## src/rtl/rvm_shift_issue_if.sv

```systemverilog
// Core-side request/response handshake plus the issue port to the external shift unit.
// master = core + shift unit side, slave = the issue block.
interface rvm_shift_issue_if;
   logic        req_valid;
   logic        req_ready;
   logic [31:0] req_instr;
   logic [31:0] req_rs1;
   logic [31:0] req_rs2;
   logic        rsp_valid;
   logic        rsp_ready;
   logic [31:0] rsp_result;
   logic        rsp_illegal;
   logic        rsp_error;
   logic [31:0] shf_lhs;
   logic [4:0]  shf_rhs;
   logic [1:0]  shf_op;
   logic        shf_valid;
   logic [32:0] shf_result;

   modport master (
      output req_valid, req_instr, req_rs1, req_rs2, rsp_ready, shf_valid, shf_result,
      input  req_ready, rsp_valid, rsp_result, rsp_illegal, rsp_error,
             shf_lhs, shf_rhs, shf_op
   );

   modport slave (
      input  req_valid, req_instr, req_rs1, req_rs2, rsp_ready, shf_valid, shf_result,
      output req_ready, rsp_valid, rsp_result, rsp_illegal, rsp_error,
             shf_lhs, shf_rhs, shf_op
   );
endinterface

```

## src/rtl/rvm_shift_issue.sv

```systemverilog
// Decodes RV32I shift instructions, issues them to an external shift unit and
// returns the result (or illegal / timeout status) through a held response.
module rvm_shift_issue #(
   parameter int unsigned TIMEOUT_CYCLES = 8
) (
   input logic              g_clk,
   input logic              g_resetn,
   rvm_shift_issue_if.slave bus
);

   typedef enum logic [1:0] {
      IDLE  = 2'd0,
      ISSUE = 2'd1,
      RESP  = 2'd2
   } state_t;

   localparam logic [1:0] OP_NOP = 2'b00;
   localparam logic [1:0] OP_SLL = 2'b01;
   localparam logic [1:0] OP_SRL = 2'b10;
   localparam logic [1:0] OP_SRA = 2'b11;

   localparam logic [6:0] OPC_OP     = 7'b0110011;
   localparam logic [6:0] OPC_OP_IMM = 7'b0010011;
   localparam logic [6:0] F7_ZERO    = 7'b0000000;
   localparam logic [6:0] F7_ALT     = 7'b0100000;
   localparam logic [3:0] CNT_LAST   = 4'(TIMEOUT_CYCLES - 1);

   state_t      state;
   state_t      state_nxt;

   logic [1:0]  op_q;
   logic [31:0] lhs_q;
   logic [4:0]  amt_q;
   logic [3:0]  cnt_q;
   logic [31:0] result_q;
   logic        illegal_q;
   logic        error_q;

   logic [6:0]  opcode;
   logic [2:0]  funct3;
   logic [6:0]  funct7;
   logic        is_op;
   logic        is_imm;
   logic [1:0]  dec_op;
   logic [4:0]  dec_amt;
   logic        dec_legal;
   logic        accept;
   logic        in_issue;
   logic        in_resp;
   logic        timeout_hit;
   logic        unused_bits;

   // ---------------------------------------------------------------- decode
   assign opcode = bus.req_instr[6:0];
   assign funct3 = bus.req_instr[14:12];
   assign funct7 = bus.req_instr[31:25];
   assign is_op  = (opcode == OPC_OP);
   assign is_imm = (opcode == OPC_OP_IMM);

   always_comb begin
      dec_op = OP_NOP;
      if (is_op || is_imm) begin
         if (funct3 == 3'b001 && funct7 == F7_ZERO)
            dec_op = OP_SLL;
         else if (funct3 == 3'b101 && funct7 == F7_ZERO)
            dec_op = OP_SRL;
         else if (funct3 == 3'b101 && funct7 == F7_ALT)
            dec_op = OP_SRA;
      end
   end

   // NOP never comes out of a legal decode, so it doubles as the illegal flag.
   assign dec_legal = (dec_op != OP_NOP);
   assign dec_amt   = is_op ? bus.req_rs2[4:0] : bus.req_instr[24:20];

   assign unused_bits = ^{bus.shf_result[32], bus.req_instr[19:15], bus.req_instr[11:7],
                          bus.req_rs2[31:5]};

   // ---------------------------------------------------------------- control
   assign in_issue = (state == ISSUE);
   assign in_resp  = (state == RESP);
   assign accept   = bus.req_valid && (state == IDLE);

   // A result arriving on the last allowed cycle wins over the timeout.
   assign timeout_hit = !bus.shf_valid && (cnt_q == CNT_LAST);

   always_ff @(posedge g_clk) begin
      if (!g_resetn)
         state <= IDLE;
      else
         state <= state_nxt;
   end

   always_comb begin
      state_nxt = state;
      case (state)
         IDLE: begin
            if (accept)
               state_nxt = dec_legal ? ISSUE : RESP;
         end
         ISSUE: begin
            if (bus.shf_valid || timeout_hit)
               state_nxt = RESP;
         end
         RESP: begin
            if (bus.rsp_ready)
               state_nxt = IDLE;
         end
         default: state_nxt = IDLE;
      endcase
   end

   // ---------------------------------------------------------------- datapath
   always_ff @(posedge g_clk) begin
      if (!g_resetn) begin
         op_q      <= OP_NOP;
         lhs_q     <= '0;
         amt_q     <= '0;
         cnt_q     <= '0;
         result_q  <= '0;
         illegal_q <= 1'b0;
         error_q   <= 1'b0;
      end else begin
         case (state)
            IDLE: begin
               if (accept) begin
                  op_q      <= dec_op;
                  lhs_q     <= bus.req_rs1;
                  amt_q     <= dec_amt;
                  cnt_q     <= '0;
                  result_q  <= '0;
                  illegal_q <= !dec_legal;
                  error_q   <= 1'b0;
               end
            end
            ISSUE: begin
               if (bus.shf_valid) begin
                  result_q <= bus.shf_result[31:0];
               end else begin
                  cnt_q <= cnt_q + 4'd1;
                  if (timeout_hit) begin
                     result_q <= '0;
                     error_q  <= 1'b1;
                  end
               end
            end
            RESP: begin
               // Response fields are frozen here until consumed, then cleared.
               if (bus.rsp_ready) begin
                  result_q  <= '0;
                  illegal_q <= 1'b0;
                  error_q   <= 1'b0;
               end
            end
            default: ;
         endcase
      end
   end

   // ---------------------------------------------------------------- outputs
   assign bus.req_ready   = (state == IDLE);
   assign bus.rsp_valid   = in_resp;
   assign bus.rsp_result  = result_q;
   assign bus.rsp_illegal = in_resp && illegal_q;
   assign bus.rsp_error   = in_resp && error_q;

   // Operand isolation: the unit sees zeros whenever nothing is being issued.
   assign bus.shf_op  = in_issue ? op_q  : OP_NOP;
   assign bus.shf_lhs = in_issue ? lhs_q : '0;
   assign bus.shf_rhs = in_issue ? amt_q : '0;

endmodule

```

## src/flat_wrapper.sv

```systemverilog
// flat-port wrapper written by rule: the top's interface ports become plain ports
module rvm_shift_issue_flat 
#(
   parameter int unsigned TIMEOUT_CYCLES = 8
)
  (g_clk, g_resetn, bus_req_valid, bus_req_instr, bus_req_rs1, bus_req_rs2, bus_rsp_ready, bus_shf_valid, bus_shf_result, bus_req_ready, bus_rsp_valid, bus_rsp_result, bus_rsp_illegal, bus_rsp_error, bus_shf_lhs, bus_shf_rhs, bus_shf_op);
  rvm_shift_issue_if bus_i ();
  input logic g_clk;
  input logic g_resetn;
  input wire logic [$bits(bus_i.req_valid)-1:0] bus_req_valid;
  input wire logic [$bits(bus_i.req_instr)-1:0] bus_req_instr;
  input wire logic [$bits(bus_i.req_rs1)-1:0] bus_req_rs1;
  input wire logic [$bits(bus_i.req_rs2)-1:0] bus_req_rs2;
  input wire logic [$bits(bus_i.rsp_ready)-1:0] bus_rsp_ready;
  input wire logic [$bits(bus_i.shf_valid)-1:0] bus_shf_valid;
  input wire logic [$bits(bus_i.shf_result)-1:0] bus_shf_result;
  output wire logic [$bits(bus_i.req_ready)-1:0] bus_req_ready;
  output wire logic [$bits(bus_i.rsp_valid)-1:0] bus_rsp_valid;
  output wire logic [$bits(bus_i.rsp_result)-1:0] bus_rsp_result;
  output wire logic [$bits(bus_i.rsp_illegal)-1:0] bus_rsp_illegal;
  output wire logic [$bits(bus_i.rsp_error)-1:0] bus_rsp_error;
  output wire logic [$bits(bus_i.shf_lhs)-1:0] bus_shf_lhs;
  output wire logic [$bits(bus_i.shf_rhs)-1:0] bus_shf_rhs;
  output wire logic [$bits(bus_i.shf_op)-1:0] bus_shf_op;
  assign bus_i.req_valid = bus_req_valid;
  assign bus_i.req_instr = bus_req_instr;
  assign bus_i.req_rs1 = bus_req_rs1;
  assign bus_i.req_rs2 = bus_req_rs2;
  assign bus_i.rsp_ready = bus_rsp_ready;
  assign bus_i.shf_valid = bus_shf_valid;
  assign bus_i.shf_result = bus_shf_result;
  assign bus_req_ready = bus_i.req_ready;
  assign bus_rsp_valid = bus_i.rsp_valid;
  assign bus_rsp_result = bus_i.rsp_result;
  assign bus_rsp_illegal = bus_i.rsp_illegal;
  assign bus_rsp_error = bus_i.rsp_error;
  assign bus_shf_lhs = bus_i.shf_lhs;
  assign bus_shf_rhs = bus_i.shf_rhs;
  assign bus_shf_op = bus_i.shf_op;
  rvm_shift_issue #(.TIMEOUT_CYCLES(TIMEOUT_CYCLES)) u_core (.g_clk(g_clk), .g_resetn(g_resetn), .bus(bus_i));
endmodule
```

## config.mk

```make
export PLATFORM = sky130hd
export DESIGN_NAME = rvm_shift_issue_flat
export DESIGN_NICKNAME = d
export VERILOG_FILES = /design/src/rtl/rvm_shift_issue_if.sv /design/src/rtl/rvm_shift_issue.sv /design/src/flat_wrapper.sv
export SDC_FILE = /design/constraint.sdc
export NUM_CORES = 1
export LEC_CHECK = 0
export ABC_AREA = 1
export CAP_MARGIN = 15
export CORE_ASPECT_RATIO = 2
export CORE_MARGIN = 1.5
export CORE_UTILIZATION = 41
export DETAILED_ROUTE_END_ITERATION = 10
export HOLD_SLACK_MARGIN = 0.12
export PLACE_DENSITY = 0.93
export SLEW_MARGIN = 10
export SYNTH_ARGS = -nofsm -noshare
export SYNTH_HDL_FRONTEND = slang
export SYNTH_SLANG_ARGS = --single-unit
```

## constraint.sdc

```tcl
create_clock -name g_clk -period 3.4 [get_ports g_clk]
set_input_delay 0.68 -clock g_clk [delete_from_list [all_inputs] [get_ports g_clk]]
set_output_delay 0.68 -clock g_clk [all_outputs]
set_load 0.1 [all_outputs]
```

==> After elaboration in Yosys (flattened, before gate mapping) <==
Index checks and enable logic that the tools add are counted.
W data, S select, Z words.
{ "classes": {"addsub": 1, "multipliers": 0, "div": 0, "order_cmp": 0, "eq_ne": 14, "shift": 0, "muxes": 28, "bitwise_logic": 0, "reduce_logical": 23} }
{ "op_table": {"columns": ["operator", "n"], "rows": [
  ["$mux W32", 5],
  ["$pmux W32 S3", 1],
  ["$mux W2", 9],
  ["$eq A7 B6 Y1 const B", 2],
  ["$mux W5", 2],
  ["$reduce_and A3 Y1", 3],
  ["$mux W4", 2],
  ["$ne A2 B2 Y1 const B", 4],
  ["$pmux W4 S2", 1],
  ["$eq A7 B5 Y1 const B", 1],
  ["$logic_and A1 B1 Y1", 7],
  ["$logic_not A7 Y1", 1],
  ["$pmux W2 S3", 1],
  ["$reduce_bool A2 Y1", 3],
  ["$mux W1", 5],
  ["$reduce_and A5 Y1", 1],
  ["$add A4 B1 Y4 const B", 1],
  ["$eq A4 B3 Y1 const B", 1],
  ["$reduce_and A4 Y1", 1],
  ["$eq A3 B1 Y1 const B", 1],
  ["$eq A3 B3 Y1 const B", 1],
  ["$ne A3 B3 Y1 const B", 1],
  ["$pmux W1 S3", 1],
  ["$reduce_bool A3 Y1", 1],
  ["8 further kinds", 10]
]} }
{ "totals": {"regBits": 79, "latchBits": 0, "ramBits": 0, "rom_bits": 0, "input_bits": 134, "out_inout_bits": 75, "word_cells": 74, "mem_count": 0} }

==> Depth between registers and ports, before layout <==
Gate-level depths: netlist (run 1).
{ "depth": {"depth_word": 10, "ltp_mapped": 10, "mapped_depth_nobuf": 10} }

==> Worst setup path before layout (run 1) <==
No wires, ideal clock.
{ "synth_path": {"kind": "reg-to-output", "start": "register u_core.state[1]", "end": "output port bus_rsp_error", "t_arrival_ps": 2745, "required_ps": 2720, "slack_ps": -25, "path_stages_with_launch": 5, "n_path_buf": 0, "cell_sequence": "dfxtp_1 inv_2 nor2_2 inv_1 nor2_1"} }
{ "synth_between": {"elab_chain_len": 2} }
{ "synth_lines": {"columns": ["element", "line", "source"], "rows": [
  ["start: declaration", "rvm_shift_issue.sv:28", "state_t state;"],
  ["start signal: assignment", "rvm_shift_issue.sv:91", "state <= state_nxt;"],
  ["$eq A2 B2 Y1", "rvm_shift_issue.sv:81", "assign in_resp = (state == RESP);"],
  ["net bus_rsp_valid", "flat_wrapper.sv:18", "output wire logic [$bits(bus_i.rsp_valid)-1:0] bus_rsp_valid;"],
  ["$logic_and A1 B1 Y1", "rvm_shift_issue.sv:165", "assign bus.rsp_error = in_resp && error_q;"],
  ["end: declaration", "flat_wrapper.sv:21", "output wire logic [$bits(bus_i.rsp_error)-1:0] bus_rsp_error;"]
]} }
The timed path passes the listed nets, and every way through them passes these cells.

==> Worst setup path after layout (run 1) <==
{ "layout_path": {"start": "register u_core.result_q[21], in the netlist u_core.bus.rsp_result[21]", "end": "output port bus_rsp_result[21]"} }
{ "layout_lines": {"columns": ["element", "line", "source"], "rows": [
  ["start: declaration", "rvm_shift_issue.sv:35", "logic [31:0] result_q;"],
  ["start signal: assignment", "rvm_shift_issue.sv:138", "result_q <= bus.shf_result[31:0];"],
  ["end: declaration", "flat_wrapper.sv:19", "output wire logic [$bits(bus_i.rsp_result)-1:0] bus_rsp_result;"]
]} }
No word-level cell between the ends.

==> flow_summary.toml, run 1 <==
[synthesis]
yosysMostFrequentCell = "nand2_1"
yosys.area.top_type = "dfxtp_1"
ys_seq_elements = 79
yosysUniqueCellTypes = 30
synth_cells = 445
synth_edf_count = 0
avgSynthCellArea_um2 = 8.02
async_reset_ff_frac = 0
ys.warnings.count = 0
synthesis.area_um2 = 3570
synth_ff_type = "dfxtp_1"
ys_seq_area_frac = 0.443
synth_top_area_share = 0.443
synth_fp_nets = 580
ys_top_cells_by_area = "dfxtp_1 44%, nand2_4 9.8%, nand2_1 8.9%"
ys_top_cells_by_count = "85 x nand2_1, 79 x dfxtp_1, 61 x inv_1, 53 x nor2_1, 31 x nand2_4"

[floorplanning]
fp.dieH_um = 135
core_area_um2 = 8530
die-area_um2 = 9310
start_util = 0.419
die_w_um = 69.0
ios = 209
fp-row-count = 48

[routing]
wl_met3_um = 615
routed.top_layer = "met4"
vias = 3374
ant_nets = 0
wirelength_met1_um = 3070
wl_met2_um = 5120
vias_per_cell = 4.74
wl_um = 9090
wl_per_cell_um = 12.8
drc = 0
dr.first_iter.drc_count = 108
drt_pre_antenna_iters = 4

[grt]
grtUsageTotal = 0.193
grt_overflow = 0
antenna_found_initial = 0
grt_pass1_vias = 3374
grt_pass1_wl_um = 13700
grt_max_degree = 43

[critical_path]
critical_path.top_delay_family = "buffers and inverters"
r2r_slack_ps = 1420
rr_startpoint = "u_core.state[0]"
crit_type = "reg -> out"
reg2reg_depth = 7
worst_setup_path_start_kind = "flip-flop"
crit_path_top_delay_cell = "clkdlybuf4s50_1"
end_kind = "output port"
slowest_delay_ps = 1130
cp_max_fo = 2
arrival_ps = 1790
rr_endpoint = "u_core.bus.rsp_result[31]"
path_cells = "clkdlybuf4s50_1"
path_buf_inv = 1
cp_data_required_time_ps = 2720

[finish]
final_layout_size_suffix_gt1_frac = 0.273
num_antenna_cells = 0
stdcell_count = 712
syn_to_final_growth_pct = 52.2
nets = 743

[run_status]
status = "finished, final reports clean"

[clocking]
cts_tree = "yes"
post_cts_buffers = 0
root_buffer = "clkbuf_16"
holdBufCountCts = 0
clk_pin_slew_worst_paths_ps = 60
numCtsBuffers = 9
insertion_delay_ps = 320
clock_path_buffers = 2
cts_resized = 0
h-tree-depth = 3
cts_num_sinks = 79

[pwr]
ir_worst_vdd_mv = 0.349
leakage_nw = 2.37
power_w = 0.00228
powerDensity_nw_per_um2 = 420

[placement]
place_congestion = 0.835
place_inst = 697
port_buffers = 170
dpl.hpwl_um = 7050

[timing]
finClkSkew_ps = 7.17
slew_headroom = 0.321
period_minus_slack_ps = 2470
hold_viol = 0
fin_crit_sh = 0.728
grt_setup_unrepaired = "false"
setup_viol = 0
clock.fmax_ghz = 0.404
timing.final.max_slew_violations = 0
tightest_slew_ps = 1020

[run]
drv_cap = 0

[hold_path]
hold_start = "u_core.error_q"
whs_path_depth = 2
hold_end = "u_core.error_q"
min_path_type = "reg -> reg"
==> where the power goes <==
part / internal, W / switching (W)
clock: 0.000658 / 0.000349
sequential: 0.000962 / 0.0000113
combinational: 0.000142 / 0.000161
==> area by class of cell <==
type	instances	area [um^2]
Multi-Input combinational cell	279	1600
Timing Repair Buffer	173	1550
Tap cell	100	125
Clock buffer	10	239
Inverter	66	248
Clock inverter	5	82.6
Fill cell	709	3090
Sequential cell	79	1580
==> stage by stage <==
| step | TNS [ps] | utilization | setup WS (ps) | area (um^2) | hold slack (ps) |
|---|---|---|---|---|---|
| after floorplan | -50.1 | - | -25.1 | 3570 | 434 |
| after global placement | 0 | 0.599 | 932 | 5110 | 445 |
| after detailed placement | 0 | 0.599 | 814 | 5110 | 458 |
| after CTS | 0 | 0.637 | 910 | 5430 | 469 |
| after global routing | 0 | 0.637 | 872 | 5430 | 481 |
| final | 0 | 0.637 | 926 | 5430 | 466 |
==> layout by cell type, fill, tap and decap left out, types with 5 or more instances in the layout <==
cell type        count
dfxtp_1             79
nor2_1              52
clkbuf_16            9
o211ai_1             5
a21oi_1              7
inv_1               61
o21ai_1             11
o21ai_0             30
nand2_1             85
clkdlybuf4s50_1     97
a21oi_2             30
buf_4               75
nand2_4             31
nand3_1              6
==> how the worst max path moves through the flow <==
stage                              start                  to  slack, ps  cells after the start
2_1_floorplan            u_core.state[1]       bus_rsp_error        -30                      4
3_3_place_gp               bus_req_valid    u_core.lhs_q[22]        930                      6
3_5_place_dp               bus_req_valid     u_core.lhs_q[4]        810                      6
4_1_cts        u_core.bus.rsp_result[21]  bus_rsp_result[21]        910                      1
5_1_grt        u_core.bus.rsp_result[21]  bus_rsp_result[21]        870                      1
6_report       u_core.bus.rsp_result[21]  bus_rsp_result[21]        930                      1
==> registers in the layout, indices dropped and copies added (netlist names) <==
name / flops
u_core.bus.rsp_result: 32
u_core.lhs_q: 32
u_core.amt_q: 5
u_core.cnt_q: 4
u_core.op_q: 2
u_core.state: 2
u_core.error_q: 1
u_core.illegal_q: 1
==> metal layers <==
metal	global-route usage	vias to the layer above
li1	-	1696
met2	0.374	127
met5	0	-
met4	0.0926	0
met3	0.0542	24
met1	0.166	1527
==> cells by family (layout without fill, tap and decap cells) <==
| kind of cell | count (synthesis) | count (layout) | share of synthesized area |
|---|---|---|---|
| compound gates | 89 | 89 | 0.163 |
| xor+xnor | 1 | 1 | 0.00245 |
| fa+ha+maj | 1 | 1 | 0.00350 |
| buf+inv | 87 | 254 | 0.108 |
| flops | 79 | 79 | 0.443 |
| simple gates | 188 | 188 | 0.279 |
(Power assumes the default switching activity.)
==> run 2, diff against run 1 <==
--- a/config.mk
+++ b/config.mk
@@ -9,10 +9,10 @@
 export CAP_MARGIN = 15
 export CORE_ASPECT_RATIO = 2
 export CORE_MARGIN = 1.5
-export CORE_UTILIZATION = 41
+export CORE_UTILIZATION = 34
 export DETAILED_ROUTE_END_ITERATION = 10
 export HOLD_SLACK_MARGIN = 0.12
-export PLACE_DENSITY = 0.93
+export PLACE_DENSITY = 0.83
 export SLEW_MARGIN = 10
 export SYNTH_ARGS = -nofsm -noshare
 export SYNTH_HDL_FRONTEND = slang
==> constraint.sdc (replaced) <==
create_clock -name g_clk -period 2 [get_ports g_clk]
set_input_delay 0.4 -clock g_clk [delete_from_list [all_inputs] [get_ports g_clk]]
set_output_delay 0.4 -clock g_clk [all_outputs]
set_load 0.1 [all_outputs]
==> flow_summary.toml, run 2 (synthesized netlist as in run 1, its figures left out) <==
[placement]
dpl.hpwl_um = 7920
post-place-ws_ps = 126
placed_cell_area_um2 = 5970
port_buffers = 170
place_inst = 739
place_congestion = 0.801

[clocking]
cts_num_sinks = 79
holdBufCountCts = 0
clk_pin_slew_worst_paths_ps = 60
cts_tree = "yes"
root_buffer = "clkbuf_16"
h-tree-depth = 3
numCtsBuffers = 9
clock_path_buffers = 2
post_cts_buffers = 0
insertion_delay_ps = 330

[grt]
antenna_found_initial = 0
grt_most_used_layer = "met2"
grt_pass1_vias = 3527
use_met3 = 0.0341
grtUsageTotal = 0.187
grt_pass1_wl_um = 16000
grtUsageMet2 = 0.364
grtUsageMet1 = 0.176
grt_overflow = 0
grt_max_degree = 42

[finish]
nets = 751
final_layout_size_suffix_gt1_frac = 0.352
layout_commonest_cell = "clkdlybuf4s50_1"
finish.utilization = 0.625
stdcell_count = 754
num_antenna_cells = 0
mostFrequentLayoutCells = "95 x clkdlybuf4s50_1, 85 x nand2_1, 78 x dfxtp_1"
stdcell_area_um2 = 6340
syn_to_final_growth_pct = 77.6

[critical_path]
worst_setup_path_start_kind = "flip-flop"
end_kind = "output port"
cp_data_required_time_ps = 1600
startpoint = "u_core.state[1]"
arrival_ps = 1540
rr_startpoint = "u_core.cnt_q[0]"
crit_type = "reg -> out"
cp_max_fo = 20

[pwr]
ir_worst_vdd_mv = 0.408
power_w = 0.00408
leakage_nw = 2.58
powerDensity_nw_per_um2 = 644

[timing]
timing.final.max_slew_violations = 0
period_minus_slack_ps = 1940
setup_slack_ps = 63.3
finClkSkew_ps = 8.33
tightest_slew_ps = 475
setup_viol = 0
slew_headroom = 0.684
grt_setup_unrepaired = "false"
clock.fmax_ghz = 0.516
fin_crit_sh = 0.968
hold_viol = 0

[routing]
vias_per_cell = 4.56
drc = 0
vias = 3436
wl_per_cell_um = 13.5
drt_pre_antenna_iters = 4
dr.first_iter.drc_count = 79
wl_um = 10200
ant_nets = 0

[floorplanning]
fp.dieH_um = 148
fp-row-count = 52
ios = 209
core_area_um2 = 10100
die-area_um2 = 11200
die_w_um = 75.5
start_util = 0.352

[run]
drv_cap = 0

[hold_path]
min_path_type = "reg -> reg"
hold_start = "u_core.cnt_q[2]"

[run_status]
status = "finished, final reports clean"
## run 2: path summary, 6_finish.rpt
| check | slack [ps] | cells past startpoint | to |
|---|---|---|---|
| worst min register to register | 460 | 1 | u_core.cnt_q[2] |
| worst max register to register | 260 | 9 | u_core.bus.rsp_result[1] |
| worst max-delay path | 60 | 5 | bus_shf_lhs[7] |
| worst min-delay path | 460 | 1 | u_core.cnt_q[2] |
## run 2: critical path: stages (launching register included)
cell	delay [ps]
dfxtp_1	350
inv_2	150
nand2_4	110
clkbuf_16	240
nor2_2	160
buf_12	190
## run 2: power by group
group	switching, W	total, W	internal (W)
logic	0.000305	0.000589	0.000284
registers	0.0000192	0.00165	0.00164
clock network	0.000602	0.00184	0.00124
## run 2: timing repair
item,CTS,global route
cloned,0,1
endpoints found under the setup margin,26,32
resized for setup,1,1
## run 2: layer usage
layer	wire [um]	vias up
met3	477	22
met4	264	0
met2	6020	121
li1	-	1718
met5	0	-
met1	3440	1575
## run 2: stage by stage
stage | hold slack [ps] | setup TNS, ps
3_5_place_dp | 454 | 0
2_1_floorplan | 434 | -10090
5_1_grt | 485 | 0
6_report | 463 | 0
4_1_cts | 465 | 0
3_3_place_gp | 449 | 0
## run 2: final cells by class
| class | instances | area, um^2 |
|---|---|---|
| clock buffer | 10 | 239 |
| clock inverter | 4 | 95.1 |
| fill | 829 | 3810 |
| inverter | 66 | 248 |
| multi-input combinational | 279 | 1770 |
| sequential | 79 | 1580 |
| tap | 135 | 169 |
| timing repair buffer | 181 | 2230 |
==> run 3, diff against run 2 <==
--- a/config.mk
+++ b/config.mk
@@ -9,10 +9,10 @@
 export CAP_MARGIN = 15
 export CORE_ASPECT_RATIO = 2
 export CORE_MARGIN = 1.5
-export CORE_UTILIZATION = 34
+export CORE_UTILIZATION = 38
 export DETAILED_ROUTE_END_ITERATION = 10
 export HOLD_SLACK_MARGIN = 0.12
-export PLACE_DENSITY = 0.83
+export PLACE_DENSITY = 0.88
 export SLEW_MARGIN = 10
 export SYNTH_ARGS = -nofsm -noshare
 export SYNTH_HDL_FRONTEND = slang
==> constraint.sdc (replaced) <==
create_clock -name g_clk -period 1.95 [get_ports g_clk]
set_input_delay 0.39 -clock g_clk [delete_from_list [all_inputs] [get_ports g_clk]]
set_output_delay 0.39 -clock g_clk [all_outputs]
set_load 0.1 [all_outputs]
==> flow_summary.toml, run 3 (synthesized netlist as in run 1, its figures left out) <==
[placement]
placed_cell_area_um2 = 5990
port_buffers = 170
dpl.hpwl_um = 7650
place_congestion = 0.879

[routing]
vias = 3403
wl_per_cell_um = 13.7
drc = 13
wl_um = 9860
ant_nets = 0
dr.first_iter.drc_count = 129
drt_pre_antenna_iters = 7
vias_per_cell = 4.72

[critical_path]
worst-path-stages = 5
critical_path.top_delay_family = "buffers and inverters"
reg2reg_depth = 9
cp_max_fo = 14
slowest_delay_ps = 380
path_cells = "inv_6 -> nand2_8 -> clkbuf_16 -> nor2_4 -> buf_12"
end_kind = "output port"
cp_data_required_time_ps = 1560
crit_type = "reg -> out"
r2r_slack_ps = 290
path_buf_inv = 3
worst_setup_path_start_kind = "flip-flop"
arrival_ps = 1500
crit_path_top_delay_cell = "dfxtp_4"

[floorplanning]
die-area_um2 = 10000
ios = 209
die_w_um = 71.5
fp-row-count = 49
core_area_um2 = 9070
fp.dieH_um = 140
start_util = 0.393

[timing]
whs_ps = 473
fin_tns_setup_ps = 0
hold_viol = 0
clock.fmax_ghz = 0.528
finClkSkew_ps = 8.40
period_minus_slack_ps = 1890
fin_crit_sh = 0.971
timing.final.max_slew_violations = 0
slew_headroom = 0.667
tightest_slew_ps = 499
setup_viol = 0
grt_setup_unrepaired = "false"

[pwr]
powerDensity_nw_per_um2 = 602
leakage_nw = 2.55
ir_worst_vdd_mv = 0.495
power_w = 0.00380

[clocking]
clock_path_buffers = 2
cts_tree = "yes"
root_buffer = "clkbuf_16"
holdBufCountCts = 0
clk_pin_slew_worst_paths_ps = 60
cts_num_sinks = 79
insertion_delay_ps = 330
h-tree-depth = 3
numCtsBuffers = 9

[finish]
mostFrequentLayoutCells = "95 x clkdlybuf4s50_1, 85 x nand2_1, 77 x dfxtp_1"
num_antenna_cells = 0
nets = 750
stdcell_area_um2 = 6320
layout_commonest_cell = "clkdlybuf4s50_1"
final_layout_size_suffix_gt1_frac = 0.351
finish.utilization = 0.696
syn_to_final_growth_pct = 77.0

[hold_path]
whs_path_depth = 2
min_path_type = "reg -> reg"

[grt]
grt_max_degree = 41
grtUsageTotal = 0.199
grt_overflow = 0
grt_pass1_wl_um = 15900
antenna_found_initial = 0
grt_pass1_vias = 3581

[run_status]
status = "finished with violations"
violations = "DRC"

[run]
drv_cap = 0
-- run 3: what timing repair did --
action,CTS,global route
endpoints found under the setup margin,30,10
resized for setup,2,4
gates cloned,0,1
setup buffers,0,0
-- run 3: stage by stage --
| stage | setup WS, ps | instances |
|---|---|---|
| 2_1_floorplan | -126 | 445 |
| 3_3_place_gp | 115 | 705 |
| 3_5_place_dp | 63.8 | 705 |
| 4_1_cts | 7.42 | 720 |
| 5_1_grt | 3.96 | 721 |
| 6_report | 56.4 | 721 |
-- run 3: report_power, final --
| part | switching, W | internal, W | total [W] |
|---|---|---|---|
| combinational | 0.000314 | 0.000285 | 0.000599 |
| sequential | 0.0000220 | 0.00168 | 0.00170 |
| clock | 0.000583 | 0.000923 | 0.00151 |
| total | 0.000920 | 0.00288 | 0.00380 |
-- run 3: worst register-to-register path, delay by kind of cell, from the launching register on --
family	cells	cell delay [ps]
and+or+nand+nor	4	530
DFF	1	380
buffers and inverters	3	350
adders and majority gates	1	200
AOI/OAI and AO/OA	1	60
-- run 3: routing by layer --
| metal | routed length, um | global-route usage | vias to the layer above | share of wire |
|---|---|---|---|---|
| li1 | - | - | 1716 | - |
| met5 | 0 | 0 | - | 0 |
| met2 | 5610 | 0.379 | 133 | 0.57 |
| met1 | 3320 | 0.193 | 1527 | 0.34 |
| met4 | 319 | 0.101 | 0 | 0.032 |
| met3 | 614 | 0.0446 | 27 | 0.062 |
-- run 3: final timing paths --
path / endpoint / startpoint
min reg2reg: u_core.bus.rsp_result[21] / u_core.bus.rsp_result[21]
max reg2reg: u_core.bus.rsp_result[31] / u_core.cnt_q[0]
min: u_core.bus.rsp_result[21] / u_core.bus.rsp_result[21]
max: bus_shf_lhs[19] / u_core.state[1]
-- run 3: cell type report --
cell class                 instances  area (um^2)
timing repair buffer             180         2270
clock buffer                      14          264
fill                             665         2760
inverter                          66          253
clock inverter                     1         5.00
sequential                        79         1590
multi-input combinational        279         1810
tap                              102          128
